File: config.mk
export PLATFORM = sky130hd
export DESIGN_NAME = axi_req_arbiter
export DESIGN_NICKNAME = d
export VERILOG_FILES = /design/src/rtl/axi_slave_package.sv /design/src/rtl/axi_rr_arb2.sv /design/src/rtl/axi_req_arbiter.sv
export SDC_FILE = /design/constraint.sdc
export NUM_CORES = 1
export LEC_CHECK = 0
export CORE_MARGIN = 4
export CORE_UTILIZATION = 40
export DETAILED_ROUTE_END_ITERATION = 6
export GPL_ROUTABILITY_DRIVEN = 0
export PLACE_DENSITY = 0.69
export SETUP_SLACK_MARGIN = 0.15
export SKIP_CTS_REPAIR_TIMING = 1
export SLEW_MARGIN = 20
export SYNTH_ARGS = -nofsm -noshare
export SYNTH_HDL_FRONTEND = slang
export SYNTH_SLANG_ARGS = --single-unit
File: constraint.sdc
create_clock -name ACLK -period 2 [get_ports ACLK]
set_clock_uncertainty 0.2 [all_clocks]
set_input_delay 0.4 -clock ACLK [delete_from_list [all_inputs] [get_ports ACLK]]
set_output_delay 0.4 -clock ACLK [all_outputs]
set_load 0.05 [all_outputs]
File: src/rtl/axi_slave_package.sv
// rtl/axi_slave_package.sv - shared types and sizes for the AXI slave request path
// Purpose : FSM state and TLP item kind enums, default AWLEN width.
// Ports   : none (package).
package axi_slave_package;

  localparam int AXI_MAX_NUM_TRANSFERS = 256;
  localparam int AXI_LEN_WIDTH         = $clog2(AXI_MAX_NUM_TRANSFERS);

  typedef enum logic [1:0] {
    ARB_IDLE,
    ARB_WR_HDR,
    ARB_WR_DATA,
    ARB_RD_HDR
  } arb_state_t;

  typedef enum logic [1:0] {
    KIND_NONE,
    KIND_WR_HDR,
    KIND_WR_DATA,
    KIND_RD_HDR
  } tlp_kind_t;

endpackage

File: src/rtl/axi_rr_arb2.sv
// rtl/axi_rr_arb2.sv - two-requester (write/read) arbiter with round-robin memory
// Purpose : picks write or read when the scheduler is idle.
//           Default: round-robin, the side opposite the last grant wins a tie,
//           and the first tie after reset goes to write.
//           AXI_ARB_WR_PRIO_EN defined: fixed priority, write always wins a tie.
// Ports   : i_clk, i_rst_n (async active-low), i_req_wr, i_req_rd,
//           i_grant_en (grant allowed this cycle), o_gnt_wr, o_gnt_rd.
module axi_rr_arb2 (
  input  logic i_clk,
  input  logic i_rst_n,
  input  logic i_req_wr,
  input  logic i_req_rd,
  input  logic i_grant_en,
  output logic o_gnt_wr,
  output logic o_gnt_rd
);

`ifdef AXI_ARB_WR_PRIO_EN
  // No history is kept in fixed-priority mode.
  logic w_unused_clk_rst;
  assign w_unused_clk_rst = i_clk ^ i_rst_n;

  assign o_gnt_wr = i_grant_en & i_req_wr;
  assign o_gnt_rd = i_grant_en & i_req_rd & ~i_req_wr;
`else
  // 1 = last grant went to write; resets to read so the first tie goes to write.
  logic r_last_wr;

  assign o_gnt_wr = i_grant_en & i_req_wr & (~i_req_rd | ~r_last_wr);
  assign o_gnt_rd = i_grant_en & i_req_rd & ~o_gnt_wr;

  always_ff @(posedge i_clk or negedge i_rst_n) begin
    if (!i_rst_n) begin
      r_last_wr <= 1'b0;
    end else if (o_gnt_wr) begin
      r_last_wr <= 1'b1;
    end else if (o_gnt_rd) begin
      r_last_wr <= 1'b0;
    end
  end
`endif

endmodule

File: src/rtl/axi_req_arbiter.sv
// rtl/axi_req_arbiter.sv - pop-side scheduler from AXI AW/W/AR FIFOs to the TLP builder
// Purpose : arbitrates write vs read (credit gated), then sequences a write as
//           header + (aw_len+1) data beats, or a read as one header, holding the
//           grant until the whole transaction is handed downstream.
//           Optional macro AXI_ARB_WR_PRIO_EN selects fixed write priority.
// Ports   : ACLK, ARESETn (async active-low)
//           aw_empty, w_empty, ar_empty, aw_len  - FIFO status / AW head length
//           p_credit_ok, np_credit_ok            - credit flags, sampled at grant
//           tlp_ready                            - builder accepts current item
//           aw_pop, w_pop, ar_pop                - FIFO pops (valid&ready qualified)
//           tlp_valid, tlp_kind, tlp_last, busy  - item to builder, FSM status
module axi_req_arbiter
  import axi_slave_package::*;
#(
  parameter int LEN_WIDTH = AXI_LEN_WIDTH
) (
  input  logic                 ACLK,
  input  logic                 ARESETn,
  input  logic                 aw_empty,
  input  logic                 w_empty,
  input  logic                 ar_empty,
  input  logic [LEN_WIDTH-1:0] aw_len,
  input  logic                 p_credit_ok,
  input  logic                 np_credit_ok,
  input  logic                 tlp_ready,
  output logic                 aw_pop,
  output logic                 w_pop,
  output logic                 ar_pop,
  output logic                 tlp_valid,
  output logic [1:0]           tlp_kind,
  output logic                 tlp_last,
  output logic                 busy
);

  arb_state_t            r_state;
  arb_state_t            w_next;
  logic [LEN_WIDTH-1:0]  r_beat_cnt;
  tlp_kind_t             w_kind;
  logic                  w_gnt_wr;
  logic                  w_gnt_rd;
  logic                  w_beat_zero;

  axi_rr_arb2 u_arb (
    .i_clk      (ACLK),
    .i_rst_n    (ARESETn),
    .i_req_wr   (~aw_empty & p_credit_ok),
    .i_req_rd   (~ar_empty & np_credit_ok),
    .i_grant_en (r_state == ARB_IDLE),
    .o_gnt_wr   (w_gnt_wr),
    .o_gnt_rd   (w_gnt_rd)
  );

  assign w_beat_zero = (r_beat_cnt == '0);
  assign tlp_kind    = w_kind;
  assign busy        = (r_state != ARB_IDLE);

  always_ff @(posedge ACLK or negedge ARESETn) begin
    if (!ARESETn) begin
      r_state <= ARB_IDLE;
    end else begin
      r_state <= w_next;
    end
  end

  // beat_cnt holds the remaining beats after the current one; it stops at 0.
  always_ff @(posedge ACLK or negedge ARESETn) begin
    if (!ARESETn) begin
      r_beat_cnt <= '0;
    end else if (aw_pop) begin
      r_beat_cnt <= aw_len;
    end else if (w_pop && !w_beat_zero) begin
      r_beat_cnt <= r_beat_cnt - {{(LEN_WIDTH-1){1'b0}}, 1'b1};
    end
  end

  always_comb begin
    w_next    = r_state;
    w_kind    = KIND_NONE;
    tlp_valid = 1'b0;
    tlp_last  = 1'b0;
    aw_pop    = 1'b0;
    w_pop     = 1'b0;
    ar_pop    = 1'b0;
    case (r_state)
      ARB_IDLE: begin
        if (w_gnt_wr) begin
          w_next = ARB_WR_HDR;
        end else if (w_gnt_rd) begin
          w_next = ARB_RD_HDR;
        end
      end
      ARB_WR_HDR: begin
        tlp_valid = 1'b1;
        w_kind    = KIND_WR_HDR;
        if (tlp_ready) begin
          aw_pop = 1'b1;
          w_next = ARB_WR_DATA;
        end
      end
      ARB_WR_DATA: begin
        // An empty W FIFO stalls the beat without popping or counting.
        tlp_valid = ~w_empty;
        w_kind    = KIND_WR_DATA;
        tlp_last  = w_beat_zero;
        if (!w_empty && tlp_ready) begin
          w_pop = 1'b1;
          if (w_beat_zero) begin
            w_next = ARB_IDLE;
          end
        end
      end
      ARB_RD_HDR: begin
        tlp_valid = 1'b1;
        w_kind    = KIND_RD_HDR;
        tlp_last  = 1'b1;
        if (tlp_ready) begin
          ar_pop = 1'b1;
          w_next = ARB_IDLE;
        end
      end
      default: w_next = ARB_IDLE;
    endcase
  end

  a_no_pop_when_empty: assert property (@(posedge ACLK) disable iff (!ARESETn)
    !(aw_pop && aw_empty) && !(w_pop && w_empty) && !(ar_pop && ar_empty));

  a_single_pop: assert property (@(posedge ACLK) disable iff (!ARESETn)
    $onehot0({aw_pop, w_pop, ar_pop}));

endmodule

==> results of run 1 <==
==> flip-flops by register name, indices dropped and copies added, names as in the netlist <==
register / count
r_beat_cnt: 8
r_state: 2
u_arb.r_last_wr: 1
==> power groups by stage <==
| stage | combinational (mW) | sequential, mW | clock, mW |
|---|---|---|---|
| 6_report | 1.07 | 0.491 | 0.154 |
| 5_1_grt | 1.15 | 0.508 | 0.174 |
| 4_1_cts | 0.952 | 0.488 | 0.161 |
| 3_5_place_dp | 0.946 | 0.493 | 0 |
| 3_3_place_gp | 0.924 | 0.486 | 0 |
| 2_1_floorplan | 0.577 | 0.463 | 0 |
==> critical path, cell delays in order (launching register included) <==
cell and delay, ns:
dfrtp_1 0.39, inv_2 0.07, ha_4 0.13, nor4b_4 0.23
nand2_2 0.12, a21boi_4 0.17, buf_12 0.15
==> cells by family after synthesis <==
logic type | after synthesis | share of synthesized area
muxes | 1 | 0.0137
and+or+nand+nor | 42 | 0.341
DFF | 11 | 0.377
AOI/OAI and AO/OA | 18 | 0.170
buffers and inverters | 10 | 0.0702
adders and majority gates | 1 | 0.0171
xor gates and xnor gates | 1 | 0.0120
==> cell usage in the layout, fill, tap and decap left out, types with 2 or more instances in the layout <==
master	synthesis	routed
buf_4	0	18
clkdlybuf4s50_1	0	13
nor2_1	9	8
dfrtp_1	11	8
nand2_1	8	7
buf_12	0	7
a21oi_1	6	6
nand3_1	5	5
inv_2	1	3
clkbuf_4	0	3
buf_6	1	3
dfrtp_2	0	3
inv_1	5	2
or2b_1	2	2
o21ai_0	2	2
nor2b_1	2	2
nor3_1	2	2
a31oi_1	2	2
dlymetal6s2s_1	0	2
==> layer usage <==
metal  up-vias  GRT usage
li1        386          -
met1       369      0.197
met2        23      0.276
met3        10     0.0593
met4         0     0.0762
met5         -          0
==> final cells by class <==
class,count,share of cell area
flip-flops and latches,11,0.218
clock buffers,4,0.0205
well taps,25,0.0244
multi-input cells,63,0.355
inverters,6,0.0195
repair buffers,43,0.362
==> stage by stage <==
stage                     total power [mW]  cell area, um2  hold WS, ns  setup WS, ns
after floorplan                       1.04             766      -0.0956        0.0575
after global placement                1.41            1160        0.257        -0.152
after detailed placement              1.44            1160        0.271        -0.186
after CTS                             1.60            1190        0.279        -0.162
after global routing                  1.83            1280        0.257        -0.187
final                                 1.72            1280        0.239        -0.137
==> final timing paths <==
path,to,cells past startpoint
worst max-delay path,tlp_last,6
worst min-delay path,r_state[0],2
worst max register to register,r_beat_cnt[1],8
worst min register to register,u_arb.r_last_wr,1
max in group asynchronous,r_state[0],1
min in group asynchronous,r_beat_cnt[7],1
==> results.sh, run 1 <==
export IMPL_postSynthAreaPerCell_um2=8.70
export IMPL_p_sw_uw=749
export IMPL_n_antenna_cell=0
export IMPL_p_int_uw=967
export IMPL_r2r_setup_slack_ns=0.13
export IMPL_cp_max_fo=2
export IMPL_rsz0062_at_grt="yes"
export IMPL_combPwrFrac=0.624
export IMPL_fin_nets=145
export IMPL_max_freq_ghz=0.468
export IMPL_synth_area_um2=731
export IMPL_worstSetupPathType="register to output pin"
export IMPL_outcome="complete, but fails checks"
export IMPL_insertion_delay_ns=0.27
export IMPL_switching_share=0.437
export IMPL_wl_um=2080
export IMPL_hp_class="primary input to register"
export IMPL_r2r_start="r_beat_cnt[1]"
export IMPL_die_area_mm2=0.00257
export IMPL_slew_violations=0
export IMPL_tns_ns=-0.137
export IMPL_worstMarginPinSlew_ns=0.509
export IMPL_synthTopCellsByCount="11 x dfrtp_1, 9 x nor2_1, 8 x nand2_1"
export IMPL_dr_pass1_iters=3
export IMPL_p_leak_nw=0.574
export IMPL_wire_per_inst_um=13.7
export IMPL_io_buffers=23
export IMPL_antenna_found_initial=0
export IMPL_wl_met2_um=1030
export IMPL_layoutNonFillerInstCount=152
export IMPL_cp_arrival_ns=1.54
export IMPL_yosysSeqAreaShare=0.377
export IMPL_clkSinkCount=11
export IMPL_htree_levels=1
export IMPL_grt_pass1_wl_um=3240
export IMPL_vias=788
export IMPL_ant_nets=0
export IMPL_dieHeight_um=50.7
export IMPL_min_from="tlp_ready"
export IMPL_ys_top_cells_by_area="dfrtp_1 38%, nor2_1 4.6%, a21oi_1 4.1%"
export IMPL_syn_num_nets=101
export IMPL_ioPinCount=24
export IMPL_power_density_mw_per_mm2=1340
export IMPL_synth_top_area_cell="dfrtp_1"
export IMPL_fp_dieW_um=50.7
export IMPL_final_layout_size_suffix_gt1_frac=0.394
export IMPL_dp_hpwl_um=1510
export IMPL_initialDrtViolationCount=8
export IMPL_pwr_share_clk=0.090
export IMPL_fp_row_count=15
export IMPL_yosysWarnings=0
export IMPL_drc=0
export IMPL_crit_required_ns=1.40
export IMPL_clk_pin_slew_ns=0.07
export IMPL_area_delta_synth_final_pct=75.3
export IMPL_sequentialPowerShare=0.286
export IMPL_multi_input_area_um2=455
export IMPL_gr_total_overflow=0
export IMPL_cp_end_kind="output pin"
export IMPL_async_flop_share=1.00
export IMPL_final_core_util=0.742
export IMPL_grt_use_total=0.169
export IMPL_post_place_cells=141
export IMPL_layout_setup_ws_ns=-0.137
export IMPL_synth_distinct_cells=41
export IMPL_period_minus_slack_ns=2.14
export IMPL_synth_edff_count=0
export IMPL_synth_top_area_frac=0.377
export IMPL_root_buffer="clkbuf_4"
export IMPL_initial_core_util=0.423
export IMPL_cts_path_max_buffers=2
export IMPL_slew_headroom=0.659
export IMPL_crit_start="r_beat_cnt[1]"
export IMPL_min_period_over_period=1.07
export IMPL_ir_drop_mv=0.731
export IMPL_yosys_register_bits=11
export IMPL_fill_cells=150
export IMPL_cts_tree="built"
export IMPL_routed_top_layer="met4"
export IMPL_regArea_um2=279
export IMPL_coreArea_mm2=0.00173
export IMPL_cts_buffers=3
export IMPL_violations="setup timing"
export IMPL_yosysMostFrequentCell="dfrtp_1"
export IMPL_maxCapViolCount=0
export IMPL_setup_worst_path_start_class="register"
export IMPL_grt_pass1_vias=741
export IMPL_synthCells=84
export IMPL_grt_max_degree=12
export IMPL_synthFlopType="dfrtp_1"
export IMPL_drt_met1_wl_um=878
export IMPL_route_met3_wl_um=106
export IMPL_setup_viol=1
export IMPL_hold_viol=0
export IMPL_viasPerCell=5.18
Power figures use the tool's default switching activity.
==> run 2, diff against run 1 <==
--- a/config.mk
+++ b/config.mk
@@ -5,10 +5,11 @@
 export SDC_FILE = /design/constraint.sdc
 export NUM_CORES = 1
 export LEC_CHECK = 0
+export ABC_CLOCK_PERIOD_IN_PS = 2000
+export CAP_MARGIN = 20
 export CORE_MARGIN = 4
 export CORE_UTILIZATION = 40
 export DETAILED_ROUTE_END_ITERATION = 6
-export GPL_ROUTABILITY_DRIVEN = 0
 export PLACE_DENSITY = 0.69
 export SETUP_SLACK_MARGIN = 0.15
 export SKIP_CTS_REPAIR_TIMING = 1
==> results of run 2 <==
No change in the layout: final DEF, timing and power equal those of run 1.
==> run 3, diff against run 2 <==
--- a/config.mk
+++ b/config.mk
@@ -7,7 +7,7 @@
 export LEC_CHECK = 0
 export ABC_CLOCK_PERIOD_IN_PS = 2000
 export CAP_MARGIN = 20
-export CORE_MARGIN = 4
+export CORE_MARGIN = 3
 export CORE_UTILIZATION = 40
 export DETAILED_ROUTE_END_ITERATION = 6
 export PLACE_DENSITY = 0.69
==> results.sh, run 3 (synthesis gave the netlist of run 1 again) <==
export IMPL_largest_reg_flops=8
export IMPL_cts_buffers=3
export IMPL_vias=791
export IMPL_dieHeight_um=48.7
export IMPL_cts_tree="built"
export IMPL_cts_path_max_buffers=2
export IMPL_cp_arrival_ns=1.59
export IMPL_clkSinkCount=11
export IMPL_switching_share=0.436
export IMPL_outcome="complete, but fails checks"
export IMPL_top_register="r_beat_cnt"
export IMPL_cp_num_cells=6
export IMPL_cpMaxStageDelayCell="dfrtp_1"
export IMPL_top_regs="r_beat_cnt x8, r_state x2, u_arb.r_last_wr x1"
export IMPL_drc=0
export IMPL_grt_use_total=0.170
export IMPL_ir_drop_mv=0.871
export IMPL_grt_pass1_vias=767
export IMPL_slew_headroom=0.651
export IMPL_setup_viol=1
export IMPL_fp_row_count=14
export IMPL_wire_per_inst_um=13.6
export IMPL_worstMarginPinSlew_ns=0.522
export IMPL_crit_buf_inv=2
export IMPL_finalInstanceArea_mm2=0.00128
export IMPL_pwr_share_clk=0.089
export IMPL_fill_cells=112
export IMPL_maxCapViolCount=0
export IMPL_insertion_delay_ns=0.26
export IMPL_viasPerCell=5.20
export IMPL_die_area_mm2=0.00238
export IMPL_cp_max_fo=4
export IMPL_crit_family="flip-flops"
export IMPL_min_period_over_period=1.10
export IMPL_initialDrtViolationCount=19
export IMPL_dr_pass1_iters=4
export IMPL_worstSetupPathType="register to output pin"
export IMPL_final_layout_size_suffix_gt1_frac=0.406
export IMPL_fin_total_pwr_mw=1.72
export IMPL_period_minus_slack_ns=2.19
export IMPL_crit_required_ns=1.40
export IMPL_r2r_setup_slack_ns=0.09
export IMPL_dp_hpwl_um=1480
export IMPL_violations="setup timing"
export IMPL_tns_ns=-0.195
export IMPL_p_sw_uw=750
export IMPL_n_antenna_cell=0
export IMPL_cp_slowest_stage_delay_ns=0.39
export IMPL_grt_max_degree=12
export IMPL_slew_violations=0
export IMPL_layout_setup_ws_ns=-0.195
export IMPL_max_freq_ghz=0.456
export IMPL_rr_endpoint="r_beat_cnt[5]"
export IMPL_gr_total_overflow=0
export IMPL_path_cells="inv_2, ha_4, nor4b_4, nand2_2, a21boi_4, buf_12"
export IMPL_crit_path_end="tlp_last"
export IMPL_final_cell_mix="19 x buf_4, 13 x clkdlybuf4s50_1, 9 x dfrtp_1"
export IMPL_ioPinCount=24
export IMPL_antenna_found_initial=0
export IMPL_ant_nets=0
export IMPL_initial_core_util=0.453
export IMPL_reg2reg_depth=6
export IMPL_combPwrFrac=0.623
export IMPL_multi_input_area_um2=455
export IMPL_rsz0062_at_grt="yes"
export IMPL_layout_commonest_cell="buf_4"
export IMPL_p_leak_nw=0.582
export IMPL_clk_pin_slew_ns=0.07
export IMPL_fin_nets=146
export IMPL_hold_viol=0
export IMPL_htree_levels=1
export IMPL_dpl_instance_area_mm2=0.00111
export IMPL_wl_um=2060
export IMPL_setup_worst_path_start_class="register"
export IMPL_grt_pass1_wl_um=3220
export IMPL_sequentialPowerShare=0.288
export IMPL_power_density_mw_per_mm2=1340
export IMPL_coreArea_mm2=0.00161
export IMPL_io_buffers=23
export IMPL_gp_congestion=0.881
export IMPL_r2r_start="r_state[0]"
export IMPL_post_place_ws_ns=-0.181
export IMPL_crit_start="r_beat_cnt[0]"
export IMPL_regArea_um2=278
export IMPL_fp_dieW_um=48.7
export IMPL_root_buffer="clkbuf_4"
export IMPL_p_int_uw=968
export IMPL_hp_class="primary input to async pin"
export IMPL_area_delta_synth_final_pct=74.8
export IMPL_cp_end_kind="output pin"
-- run 3: cell count changes in the layout (fill, tap and decap cells not counted) --
cell,previous run,this run
nor2_2,0,1
dfrtp_1,8,9
dfrtp_2,3,2
buf_6,3,4
buf_12,7,6
nand2_2,1,3
or2_1,0,1
nand2_1,7,5
buf_4,18,19
nor2_4,1,0
or2_0,1,0
-- run 3: worst min-delay path by stage --
stage,to,slack (ns),cells after the start
global route,r_beat_cnt[4],0.29,1
CTS,r_beat_cnt[4],0.28,1
floorplan,r_beat_cnt[0],-0.1,0
detailed placement,u_arb.r_last_wr,0.27,1
global placement,u_arb.r_last_wr,0.26,1
finish,r_beat_cnt[4],0.28,1
-- run 3: worst reg2reg max path, stage by stage (launching register included) --
cell,delay [ns]
dfrtp_2,0.45
and4bb_2,0.37
buf_6,0.13
buf_4,0.10
nand3_1,0.12
or3_1,0.37
nand3_1,0.10
-- run 3: cell type report --
class,instances,area share
inverter,6,0.0196
clock buffer,4,0.0206
sequential,11,0.217
multi-input combinational,63,0.357
tap,24,0.0235
timing repair buffer,44,0.362
-- run 3: power groups by stage --
stage | combinational, mW | sequential [mW] | clock, mW
2_1_floorplan | 0.577 | 0.463 | 0
3_3_place_gp | 0.873 | 0.491 | 0
3_5_place_dp | 0.892 | 0.497 | 0
4_1_cts | 0.893 | 0.496 | 0.154
5_1_grt | 1.15 | 0.512 | 0.170
6_report | 1.07 | 0.494 | 0.153
-- run 3: per-stage QoR --
stage / std cells / util / hold WS, ns
floorplan: 84 / - / -0.0956
global placement: 135 / 0.690 / 0.265
detailed placement: 135 / 0.690 / 0.268
CTS: 139 / 0.707 / 0.282
global route: 152 / 0.793 / 0.291
finish: 152 / 0.793 / 0.276
-- run 3: per-layer routing --
layer	up-vias	GRT usage	part of all wire
li1	388	-	-
met1	365	0.193	0.42
met2	32	0.301	0.50
met3	6	0.0429	0.048
met4	0	0.0664	0.025
met5	-	0	0
